[src/rtl/alu_issue_pkg.sv]
// Shared definitions for the ALU issue stage: operation codes, the
// "no register" address, the stage-register payload and its bubble value.
package alu_issue_pkg;

    localparam int unsigned DATA_W = 16;
    localparam int unsigned OP_W   = 4;
    localparam int unsigned REG_W  = 4;

    localparam logic [OP_W-1:0] OP_ADD   = 4'b0000;
    localparam logic [OP_W-1:0] OP_SUB   = 4'b0001;
    localparam logic [OP_W-1:0] OP_AND   = 4'b0010;
    localparam logic [OP_W-1:0] OP_OR    = 4'b0011;
    localparam logic [OP_W-1:0] OP_NOT   = 4'b0100;
    localparam logic [OP_W-1:0] OP_SRA   = 4'b0101;
    localparam logic [OP_W-1:0] OP_SLL   = 4'b0110;
    localparam logic [OP_W-1:0] OP_SLT   = 4'b0111;
    localparam logic [OP_W-1:0] OP_ZERO  = 4'b1000;
    localparam logic [OP_W-1:0] OP_PASSA = 4'b1001;
    localparam logic [OP_W-1:0] OP_LNOT  = 4'b1010;
    localparam logic [OP_W-1:0] OP_NEQ   = 4'b1011;
    localparam logic [OP_W-1:0] OP_PASSB = 4'b1100;

    localparam logic [REG_W-1:0] REG_NONE = 4'hF;

    typedef struct packed {
        logic              valid;
        logic [OP_W-1:0]   op;
        logic [REG_W-1:0]  rs_addr;
        logic [REG_W-1:0]  rt_addr;
        logic [DATA_W-1:0] rs_val;
        logic [DATA_W-1:0] rt_val;
        logic [DATA_W-1:0] imm;
        logic              use_imm;
        logic [REG_W-1:0]  rd;
        logic              reg_write;
        logic              mem_read;
    } stage_t;

    // Source addresses are parked at REG_NONE so a bubble never picks up bypass data.
    localparam stage_t STAGE_BUBBLE = '{
        valid:     1'b0,
        op:        OP_ZERO,
        rs_addr:   REG_NONE,
        rt_addr:   REG_NONE,
        rs_val:    16'h0000,
        rt_val:    16'h0000,
        imm:       16'h0000,
        use_imm:   1'b0,
        rd:        REG_NONE,
        reg_write: 1'b0,
        mem_read:  1'b0
    };

endpackage

[src/rtl/alu_issue_fwd_mux.sv]
// Bypass selection for one ALU source operand.
// Ports: src_addr/src_val (stored register number and value),
//        exm_* / mwb_* (forwarding sources), fwd_val (selected operand).
module fwd_mux
    import alu_issue_pkg::*;
(
    input  logic [REG_W-1:0]  src_addr,
    input  logic [DATA_W-1:0] src_val,
    input  logic              exm_wr,
    input  logic [REG_W-1:0]  exm_rd,
    input  logic [DATA_W-1:0] exm_data,
    input  logic              mwb_wr,
    input  logic [REG_W-1:0]  mwb_rd,
    input  logic [DATA_W-1:0] mwb_data,
    output logic [DATA_W-1:0] fwd_val
);

    // EX/MEM is the younger result, so it wins over MEM/WB.
    always_comb begin
        fwd_val = src_val;
        if (src_addr != REG_NONE) begin
            if (exm_wr && (exm_rd == src_addr)) begin
                fwd_val = exm_data;
            end else if (mwb_wr && (mwb_rd == src_addr)) begin
                fwd_val = mwb_data;
            end
        end
    end

endmodule

[src/rtl/alu_issue.sv]
// ALU issue stage: decode-to-execute pipeline register with operand bypass
// and load-use hazard detection.
// Ports: clk/rst; id_* decoded instruction; stall/flush pipeline control;
//        exm_*/mwb_* forwarding sources; alu_first/alu_second/alu_op to the
//        ALU; ex_* registered control to EX/MEM; load_use_stall hazard request.
module alu_issue
    import alu_issue_pkg::*;
(
    input  logic              clk,
    input  logic              rst,
    input  logic              id_valid,
    input  logic [OP_W-1:0]   id_op,
    input  logic [REG_W-1:0]  id_rs_addr,
    input  logic [REG_W-1:0]  id_rt_addr,
    input  logic [DATA_W-1:0] id_rs_val,
    input  logic [DATA_W-1:0] id_rt_val,
    input  logic [DATA_W-1:0] id_imm,
    input  logic              id_use_imm,
    input  logic [REG_W-1:0]  id_rd_addr,
    input  logic              id_reg_write,
    input  logic              id_mem_read,
    input  logic              stall,
    input  logic              flush,
    input  logic              exm_wr,
    input  logic [REG_W-1:0]  exm_rd,
    input  logic [DATA_W-1:0] exm_data,
    input  logic              mwb_wr,
    input  logic [REG_W-1:0]  mwb_rd,
    input  logic [DATA_W-1:0] mwb_data,
    output logic [DATA_W-1:0] alu_first,
    output logic [DATA_W-1:0] alu_second,
    output logic [OP_W-1:0]   alu_op,
    output logic              ex_valid,
    output logic [REG_W-1:0]  ex_rd,
    output logic              ex_reg_write,
    output logic              ex_mem_read,
    output logic              load_use_stall
);

    stage_t stage_q, stage_d;
    logic [DATA_W-1:0] rs_fwd, rt_fwd;

    // Load in EX whose destination is read by the instruction in decode.
    always_comb begin
        load_use_stall = stage_q.valid && stage_q.mem_read && id_valid &&
                         (stage_q.rd != REG_NONE) &&
                         ((stage_q.rd == id_rs_addr) ||
                          ((stage_q.rd == id_rt_addr) && !id_use_imm));
    end

    // Next stage contents: flush > stall > bubble (hazard/no instr) > load.
    always_comb begin
        stage_d = stage_q;
        if (flush) begin
            stage_d = STAGE_BUBBLE;
        end else if (stall) begin
            stage_d = stage_q;
        end else if (load_use_stall || !id_valid) begin
            stage_d = STAGE_BUBBLE;
        end else begin
            stage_d.valid     = 1'b1;
            stage_d.op        = id_op;
            stage_d.rs_addr   = id_rs_addr;
            stage_d.rt_addr   = id_rt_addr;
            stage_d.rs_val    = id_rs_val;
            stage_d.rt_val    = id_rt_val;
            stage_d.imm       = id_imm;
            stage_d.use_imm   = id_use_imm;
            stage_d.rd        = id_rd_addr;
            stage_d.reg_write = id_reg_write;
            stage_d.mem_read  = id_mem_read;
        end
    end

    always_ff @(posedge clk or posedge rst) begin
        if (rst) begin
            stage_q <= STAGE_BUBBLE;
        end else begin
            stage_q <= stage_d;
        end
    end

    fwd_mux u_fwd_rs (
        .src_addr (stage_q.rs_addr),
        .src_val  (stage_q.rs_val),
        .exm_wr   (exm_wr),
        .exm_rd   (exm_rd),
        .exm_data (exm_data),
        .mwb_wr   (mwb_wr),
        .mwb_rd   (mwb_rd),
        .mwb_data (mwb_data),
        .fwd_val  (rs_fwd)
    );

    fwd_mux u_fwd_rt (
        .src_addr (stage_q.rt_addr),
        .src_val  (stage_q.rt_val),
        .exm_wr   (exm_wr),
        .exm_rd   (exm_rd),
        .exm_data (exm_data),
        .mwb_wr   (mwb_wr),
        .mwb_rd   (mwb_rd),
        .mwb_data (mwb_data),
        .fwd_val  (rt_fwd)
    );

    always_comb begin
        alu_first    = rs_fwd;
        alu_second   = stage_q.use_imm ? stage_q.imm : rt_fwd;
        alu_op       = stage_q.op;
        ex_valid     = stage_q.valid;
        ex_rd        = stage_q.rd;
        ex_reg_write = stage_q.reg_write;
        ex_mem_read  = stage_q.mem_read;
    end

endmodule

[config.mk]
export PLATFORM = sky130hd
export DESIGN_NAME = alu_issue
export DESIGN_NICKNAME = d
export VERILOG_FILES = /design/src/rtl/alu_issue_pkg.sv /design/src/rtl/alu_issue_fwd_mux.sv /design/src/rtl/alu_issue.sv
export SDC_FILE = /design/constraint.sdc
export NUM_CORES = 1
export LEC_CHECK = 0
export CAP_MARGIN = 20
export CORE_ASPECT_RATIO = 1.4
export CORE_MARGIN = 2
export CORE_UTILIZATION = 47
export DETAILED_ROUTE_END_ITERATION = 8
export PLACE_DENSITY = 0.91
export SYNTH_ARGS = -nofsm -noshare
export SYNTH_HDL_FRONTEND = slang
export SYNTH_HIERARCHICAL = 1
export SYNTH_SLANG_ARGS = --single-unit
[constraint.sdc]
create_clock -name clk -period 6.4 [get_ports clk]
set_input_delay 0.64 -clock clk [delete_from_list [all_inputs] [get_ports clk]]
set_output_delay 0.64 -clock clk [all_outputs]
set_load 0.005 [all_outputs]
* Yosys cells after proc, flatten, opt, wreduce, memory -nomap -nowiden
Index checks and enable logic that the tools add are counted.
** Operators by class
- Equal/unequal tests :: 10
- Mux-type cells :: 10
- Reductions and logical operators :: 13
** Operator list (number)
- 68-bit 2-to-1 mux :: 3
- 16-bit 2-to-1 mux :: 7
- 4-bit == test :: 6
- 4-bit inequality test (second input constant) :: 3
- 1-bit logical AND :: 9
- 1-bit zero test :: 2
- 1-bit logical OR :: 2
- 2-bit by 1-bit inequality test with 1-bit output (second input constant) :: 1
** Word-level totals
- Bits in registers :: 68
- Input port bits :: 114
- Output and inout port bits :: 44
- Logic and storage cells :: 44

* Logic depth before layout (Yosys ltp)
- Word-level depth :: 8
- Mapped depth :: 7
- Gate-level depth less buffers :: 5

* Hierarchy
The synthesis kept the hierarchy.
** Modules (own cells, without submodules)
- alu_issue :: times used 1, cells each 206, area an instance 2902.8 um^2, sequential area each 1717.9 um^2
- fwd_mux :: times used 2, cells each 52, area an instance 441.7 um^2, sequential area each 0.0 um^2

* Least setup slack after synthesis
No wires, ideal clock.
- Path type :: input to output
- Start :: in exm_rd[2]
- End :: out alu_second[10]
- Arrival time :: 2052 ps
- Required time :: 5760 ps
- Slack :: 3708 ps
- Stages on the path :: 6
- Path buffers :: 1
- Cells stage by stage :: xor2_1 > nor3_4 > a311oi_4 > buf_6 > a221o_1 > mux2_2
** Between the ends
- Cells in the longest elaborated chain, start to end :: 5
** RTL lines
- start, declared :: RTL line alu_issue.sv:25 : input logic [REG_W-1:0] exm_rd,
- 4-bit == test :: RTL line alu_issue_fwd_mux.sv:22 : if (exm_wr && (exm_rd == src_addr)) begin
- 1-bit logical AND :: RTL line alu_issue_fwd_mux.sv:22
- 16-bit 2-to-1 mux :: RTL line alu_issue_fwd_mux.sv:22
- 16-bit 2-to-1 mux :: RTL line alu_issue_fwd_mux.sv:21 : if (src_addr != REG_NONE) begin
- net rt_fwd[10] :: RTL line alu_issue.sv:41 : logic [DATA_W-1:0] rs_fwd, rt_fwd;
- 16-bit 2-to-1 mux :: RTL line alu_issue.sv:109 : alu_second = stage_q.use_imm ? stage_q.imm : rt_fwd;
- end, declared :: RTL line alu_issue.sv:31 : output logic [DATA_W-1:0] alu_second,
The timed path passes the listed nets, and every way through them passes these cells.

* Worst setup path in the final report
- Start :: in exm_rd[1]
- End :: out alu_second[13]
The elaborated chain is that of the path after synthesis.

==> out/results.txt <==
Outcome -> completed
Worst Clk Skew -> 0.00882 ns
Seq pwr share -> 0.447
Critical R2R Launch -> ex_rd[2]
Top FF cell, synth -> dfrtp_1
Setup slack, reg-to-reg -> 4.37 ns
Die area -> 8800 um^2
Max-cap check violation count -> 0
Vias in the first global route -> 3604
CTS tree -> done
Netlist cell types -> 30
Hold WC Path Type -> reg2reg
Rows -> 38
Routability cong. -> 0.844
Post-DP Area -> 5300 um^2
Top cells by count, synth -> dfrtp_1 (55), a32o_1 (54), and3_1 (34)
Synthesized cell area -> 3790 um^2
CTS clk-pin slew, worst paths -> 0.07 ns
# setup viols final -> 0
M3 GR Usage -> 0.0546
Die width -> 79.9 um
IO Port Bufs -> 157
Tmin final -> 4.08 ns
DRC Markers -> 0
Pin count of the biggest net entering global routing -> 69
Die Span Y -> 110 um
Crit Path Max Fanout -> 17
Gate power share -> 0.194
EDFF count, synth -> 0
WHS Path Cells -> 1
Synth top area cells -> dfrtp_1 (36%), a32o_1 (14%), dfstp_2 (9.0%), a221o_1 (8.5%), and3_1 (5.6%)
Design Area, Final -> 5510 um^2
ANT nets after route -> 0
Busiest layer in global routing -> met2
Slew @ Worst Pin -> 1.07 ns
Io pins -> 158
Clk_lat worst skew -> 0.34 ns
Final HPWL from detailed placement -> 8.45 mm
Starting Density -> 0.486
Max rail drop VDD -> 143 uV
Startpoint Class -> primary input
Sw Ratio -> 0.241
CTS sink cnt -> 68
Avg Cell Area, Syn -> 12.2 um^2
Power Density -> 188 nW/um^2
Htree depth -> 3
Util after Layout -> 0.706
Hold Vio Cnt, Final -> 0
Post_cts resized -> 0
Worst path max stage delay -> 0.56 ns
Total grt overflow -> 0
Met2 GRT Util -> 0.480
P&R area growth vs syn -> 45.5%
Leak pwr -> 2.28 nW
Req. time, crit path -> 5.76 ns
WL/cell -> 21.8 um
Most common cell on crit path -> clkdlybuf4s50_1
Area leader, netlist -> dfrtp_1
Flops & latches, synth -> 68
Syn Nets -> 424
Dpl cells -> 530
Root Driver -> clkbuf_8
Crit path max-delay family -> buffers and inverters
Number of hold buffers added after CTS -> 0
Antenna violations before repair -> 0
Bufs on Longest Clock Path -> 2
DR vias/cell -> 6.44
R2R depth -> 5
Share of flip-flops with an asynchronous set or reset -> 1.00
Clock group share of total power -> 0.360
DRT iter0 DRCs -> 342
Critical path depth -> 7
Crit path max-delay cell type -> and3_1
Worst slew margin -> 0.285
Sum of negative setup slack -> 0 ns
DRT Wirelength -> 11.9 mm
Crit share post-route -> 0.637
Nets@finish -> 555
WP buf/inv -> 2
Share of the synthesized area in the top cell type -> 0.364
First-pass GRT wire length -> 18.1 mm
Hold path start -> stage_q[22]
Post CTS Setup Buffer Count -> 0
Finished Layout Cells -> 547
Via count -> 3524
Sequential area share after synthesis -> 0.454
CP arrival -> 3.44 ns
Synth warnings -> 6
Setup crit start -> exm_rd[1]
CP cell instances -> clkdlybuf4s50_1, xnor2_1, and3_1, a2bb2oi_2, a221o_1, mux2_2, clkdlybuf4s50_1
Synth Instances -> 310
GRT Util Overall -> 0.267
Core Region -> 7800 um^2
Pint -> 0.000788 W
Top-count cell post-synth -> dfrtp_1
Fmax -> 245 MHz
TritonCTS Buffers -> 9
Crit Path Class -> in2out
RSZ-0062 raised after global routing -> no
Met1 Resource Use GR -> 0.302
Setup crit end kind -> primary output
Drt first pass iters -> 5
Share of cells above drive strength 1 -> 0.130
Final Max Tran Viols -> 0
Sw Pwr -> 0.000250 W
worst reg2reg max path, cell delays in order, from the launching register on:
cell,delay (ns)
dfstp_2,0.58
xor2_1,0.09
nor4_2,0.43
a22oi_4,0.14
buf_4,0.33
a32o_1,0.37
final timing paths:
| check | end |
|---|---|
| min reg2reg | stage_q[22] |
| max in group asynchronous | stage_q[12] |
| max | alu_second[13] |
| min | stage_q[22] |
| max reg2reg | stage_q[10] |
| min in group asynchronous | stage_q[46] |
cell families (layout without fill, tap and decap cells):
group                     after synthesis  in the layout  synth area share
muxes                                  16             16            0.0476
buffers and inverters                  42            178            0.0588
other                                   0              1                 0
DFF                                    68             68             0.454
xor gates and xnor gates               24             24            0.0555
AOI/OAI and AO/OA                     105            105             0.290
and+or+nand+nor                        55             55            0.0939
power by group through the flow:
stage,clock network [W],logic [W],registers [W]
after CTS,0.000380,0.000201,0.000463
after detailed placement,0,0.000200,0.000471
after global routing,0.000399,0.000213,0.000465
final,0.000373,0.000201,0.000464
after global placement,0,0.000195,0.000470
after floorplan,0,0.0000837,0.000465
flip-flops by register name (all words and copies together) (netlist names):
| signal | cells |
|---|---|
| stage_q | 57 |
| ex_rd | 4 |
| ex_valid | 1 |
| ex_reg_write | 1 |
| alu_op | 4 |
| ex_mem_read | 1 |
per-stage QoR:
step	total power, W	hold slack [ns]	worst slack (ns)
2_1_floorplan	0.000549	0.458	3.71
3_3_place_gp	0.000665	0.467	2.42
3_5_place_dp	0.000671	0.477	2.37
4_1_cts	0.00104	0.493	2.35
5_1_grt	0.00108	0.506	2.20
6_report	0.00104	0.492	2.32
cell usage in the layout, fill, tap and decap left out, types with 2 or more instances in the layout:
cell               n
clkinv_2           3
nor3_4             2
dfrtp_1           55
a2bb2oi_2          2
a221o_1           32
o32a_1            13
dfstp_2           13
nand2_1            5
a311oi_4           2
xor2_1            14
clkbuf_8           9
a32o_1            54
buf_4              3
mux2_2            16
inv_2              2
nand4_1            5
bufinv_16          2
clkdlybuf4s50_1  157
xnor2_1           10
and3_1            34
metal layers:
metal	routed length, um	vias up
met5	0	-
met4	294	0
met3	771	26
met2	6390	167
met1	4480	1780
li1	-	1551
final cells by class:
cell class,instances,area [um^2]
multi-input combinational,200,1850
antenna,1,2.50
clock buffer,10,128
tap,100,125
sequential,68,1720
inverter,2,7.51
clock inverter,6,78.8
fill,584,2290
timing repair buffer,160,1590
Power figures use the tool's default switching activity.
==> variant 1: new RTL, same flow settings <==
`REG_W`: 4 -> 6.
--- a/src/rtl/alu_issue_pkg.sv
+++ b/src/rtl/alu_issue_pkg.sv
@@ -5,5 +5,5 @@
     localparam int unsigned DATA_W = 16;
     localparam int unsigned OP_W   = 4;
-    localparam int unsigned REG_W  = 4;
+    localparam int unsigned REG_W  = 6;
 
     localparam logic [OP_W-1:0] OP_ADD   = 4'b0000;
Ports: changed (6 resized); port bits go from 158 to 170. The function was not compared with the original's and may differ.
==> variant 1 against the unedited design <==
Area after synthesis grew 33%. Clock power increased by 40%. Routed wire length rose by 34%. Final area up 26%. Cell count grew 42%. Clock skew shrank 0.0034 ns. Total power up 34%. Sequential cell count rose by 6. Non-clock buffer count increased by 14. Global-route usage rose by 0.41 points. Critical path depth grew 1. Worst hold slack better by 0.0058 ns. Die area grew 32%. Worst setup slack worse by 0.055 ns. Largest power group unchanged.
==> variant 1: results (changes against the unedited design) <==
* Clock root cell: clkbuf_16
* Layout Skew at 0.00545 ns (-0.00337 ns)
* Reg-to-reg critical path startpoint: ex_rd[3]$_DFFE_PP1P_
* Clk buf depth at 2 (unchanged)
* Setup repair bufs after CTS at 0 (unchanged)
* CTS resizes at 0 (unchanged)
* Net count after synthesis at 625 (+47%)
* Status: finished, final reports clean
* Vias in the first global route at 4,845 (+34%)
* Peak supply drop at 0.000133 V (-6.8%)
* First-pass GRT wire length at 25,000 µm (+38%)
* Drt pass-1 iters at 6 (+1)
* Vias per cell at 6.19 (-3.9%)
* Netlist cell types at 43 (+43%)
* Leak Pwr at 0.00277 µW (+21%)
* Worst slew pin tran at 1.06 ns (-0.00982 ns)
* Largest net degree at the start of global routing at 75 (+8.7%)
* Port Buf Inserts at 169 (+7.6%)
* Met3 WL at 1020 µm (+32%)
* Clock-pin slew on the worst setup and hold paths at 0.05 ns (-0.02 ns)
* Hold endpoint: stage_q[12]$_DFFE_PP0P_
* Setup_tns at 0 ns (unchanged)
* Clock latency on the worst-skew pair at 0.33 ns
* H-tree levels at 3 (unchanged)
* Worst hold path class: register to register
* CP Max Fanout at 17 (unchanged)
* Biggest register: stage_q
* Post-DP HPWL at 11,300 µm (+34%)
* Total global-route track usage at 27.2% (+0.41 points)
* Placement Setup Slack at 2.30 ns (-0.0687 ns)
* Filler instances at 774 (+33%)
* Number of diodes at 0 (-1)
* Psw at 363 µW (+45%)
* Initial DRC Count at 374 (+9.4%)
* Metal2 WL at 8550 µm (+34%)
* Synth Warn # at 6 (unchanged)
* Hold_sp: stage_q[12]$_DFFE_PP0P_
* Post-synth EDFFs at 0 (unchanged)
* Top cells by area, synth: dfrtp_1 30%, a2bb2oi_1 13%, dfstp_2 6.8%
* Critical Path AT at 3.49 ns (+0.05 ns)
* Total Nets Final at 759 (+37%)
* R2R Setup Slk at 3.86 ns (-0.51 ns)
* TritonCTS Buffers at 9 (unchanged)
* Largest register FFs at 61 (+7.0%)
* Post-synth ARST share at 100% (unchanged)
* Routability Congestion at 0.913 (+8.1%)
* Hold path depth at 2 (+1)
* Top routing layer in use: met4
* Reg2Reg Depth at 5 (unchanged)
* WL met1 at 5870 µm (+31%)
* Critical R2R Capture: stage_q[24]$_DFFE_PP0P_
* Seq/Total Area, Yosys at 37.0% (-8.3 points)
* Total Wirelength at 16,000 µm (+34%)
* Most frequent cells after synthesis: 72 x a2bb2oi_1, 64 x nand2_1, 61 x dfrtp_1
* Share of layout cells above drive strength 1 at 16.3% (+3.2 points)
-- variant 1: changes by cell type in the layout (fill, tap and decap cells not counted), moves of 13 or more --
cell	change
a21oi_1	+13
a221o_1	-32
a2bb2oi_1	+72
o32ai_1	+13
o22ai_2	+20
o32a_1	-13
nor2_1	+14
and3_1	-33
nand2_1	+59
a32o_1	-54
o21ai_0	+52
a2bb2oi_2	+18
xnor2_1	+17
-- variant 1: stage by stage --
stage | cells | area (µm²) | power (µW) | hold WS [ns]
after detailed placement | 762 | 6610 | 873 | 0.491
after global placement | 762 | 6610 | 861 | 0.473
after floorplan | 501 | 5040 | 703 | 0.460
final | 778 | 6920 | 1390 | 0.498
after global routing | 778 | 6920 | 1440 | 0.533
after CTS | 778 | 6920 | 1390 | 0.503
-- variant 1: power groups by stage --
stage,Sequential [µW],Combinational [µW],Clock [µW]
2_1_floorplan,535,168,0
3_3_place_gp,546,315,0
3_5_place_dp,548,325,0
4_1_cts,541,326,526
5_1_grt,545,349,547
6_report,541,328,522
-- variant 1: worst max path at each step --
stage,depth (start not counted),endpoint,start,slack [ns]
2_1_floorplan,7,alu_second[10],exm_rd[0],3.86
3_3_place_gp,8,alu_second[15],exm_rd[5],2.36
3_5_place_dp,8,alu_second[2],exm_rd[5],2.30
4_1_cts,8,alu_second[2],exm_rd[5],2.29
5_1_grt,8,alu_second[15],exm_rd[5],2.18
6_report,8,alu_second[2],exm_rd[5],2.27
-- variant 1: final cells by class --
class | instances | share of cell area, %
clock buffer | 14 | 3.96
clock inverter | 2 | 0.506
multi-input combinational | 375 | 41.0
timing repair buffer | 174 | 25.0
tap | 138 | 2.50
inverter | 1 | 0.0723
sequential | 74 | 27.0
-- variant 1: metal layers --
layer	GRT usage, %	vias to the layer above
met2	49.3	259
met3	4.51	48
li1	-	2151
met5	0	-
met4	10.2	0
met1	31.8	2361
-- variant 1: cells by family after synthesis --
kind of cell	after synthesis	share of synthesized area, %
flip-flops	74	37.0
buffers and inverters	52	7.00
AO/OA/AOI/OAI	220	37.0
multiplexers	16	3.57
XOR/XNOR	36	6.25
AND/OR/NAND/NOR	103	9.15
-- variant 1: critical path, stage by stage --
cell and delay, ns:
clkdlybuf4s50_1 0.46, xor2_1 0.17, nor3_2 0.25, nand2_2 0.33, a21boi_4 0.72, a2bb2oi_1 0.22
mux2_2 0.19, clkdlybuf4s50_1 0.49
==> variant 2: new RTL, same flow settings <==
Made on the original files. Reset style: synchronous (`rst`), changed in one clocked block.
--- a/src/rtl/alu_issue.sv
+++ b/src/rtl/alu_issue.sv
@@ -73,5 +73,5 @@
     end
 
-    always_ff @(posedge clk or posedge rst) begin
+    always_ff @(posedge clk) begin
         if (rst) begin
             stage_q <= STAGE_BUBBLE;
Behaviour: differs if rst is asserted again (counterexample within 4 cycles, from zero or initial values and one cycle with rst high); with rst held inactive, the same outputs for 10 cycles.
==> variant 2 against the unedited design <==
Routed wire length shrank 7.8%. Sequential share of layout area is 4.6 points lower. Total power is 13% lower. Final area is 7.2% lower. Core utilization increased by 2.1 points. First-iteration DRC count down 35%. Sequential cell count unchanged. Worst hold slack got worse by 0.022 ns. Area after synthesis down 9.4%. Worst setup slack worse by 0.019 ns. Critical path type unchanged.
==> variant 2: results (changes against the unedited design) <==
* Drt pass-1 iters at 6 (+1)
* Post-synth ARST share at 0% (-100 points)
* Final std cells w/o fill at 539 (-1.5%)
* Critical Path AT at 3.46 ns (+0.02 ns)
* Hold slack at 0.470 ns (-0.0221 ns)
* Largest net degree at the start of global routing at 56 (-19%)
* R2R Setup Slk at 4.20 ns (-0.17 ns)
* Status: finished, final reports clean
* Most frequent cells after synthesis: 68 x dfxtp_1, 54 x a32o_1, 34 x and3_1
* Hold endpoint: ex_reg_write$_SDFFE_PP0N_
* Switch share at 24.8% (+0.67 points)
* Peak supply drop at 0.000177 V (+23%)
* DP Cell Count at 523 (-1.3%)
* Met3 WL at 781 µm (+1.3%)
* Metal2 WL at 5710 µm (-11%)
* Vias in the first global route at 3,434 (-4.7%)
* Mux contribution to synthesized area at 5.25% (+0.49 points)
* Vias per cell at 6.29 (-2.4%)
* CP endpoint: alu_second[14]
* Reg-to-reg critical path startpoint: ex_rd[0]$_SDFFE_PP1N_
* Filler instances at 494 (-15%)
* Hold_sp: ex_reg_write$_SDFFE_PP0N_
* Critical R2R Capture: stage_q[57]$_SDFFE_PP1N_
* Leak Pwr at 0.00191 µW (-17%)
* Seq/Total Area, Yosys at 39.7% (-5.7 points)
* Top cells by area, synth: dfxtp_1 40%, a32o_1 16%, a221o_1 9.3%
* Post-DP HPWL at 8100 µm (-4.1%)
* WL met1 at 4090 µm (-8.7%)
* Total global-route track usage at 26.6% (-0.13 points)
* Reg2Reg Depth at 6 (+1)
* Ys flop type: dfxtp_1
==> variant 2: worst reg2reg max path, stage by stage, from the launching register on <==
cell	delay (ns)
dfxtp_1	0.44
nand4_1	0.14
nor2b_1	0.19
a22oi_4	0.15
buf_4	0.51
inv_2	0.26
o32a_1	0.40
==> variant 2: power groups by stage <==
stage	Sequential [µW]	Clock, µW	Combinational, µW
6_report	439	314	147
5_1_grt	440	338	155
3_5_place_dp	449	0	146
3_3_place_gp	448	0	142
2_1_floorplan	446	0	47.7
4_1_cts	439	319	146
==> variant 2: final cells by class <==
| type | instances | area, µm² | area share (%) |
|---|---|---|---|
| well taps | 95 | 119 | 2.32 |
| clock buffers | 10 | 138 | 2.69 |
| multi-input cells | 200 | 1870 | 36.5 |
| flip-flops and latches | 68 | 1360 | 26.6 |
| inverters | 1 | 3.75 | 0.0734 |
| clock inverters | 6 | 40.0 | 0.783 |
| repair buffers | 159 | 1590 | 31.0 |
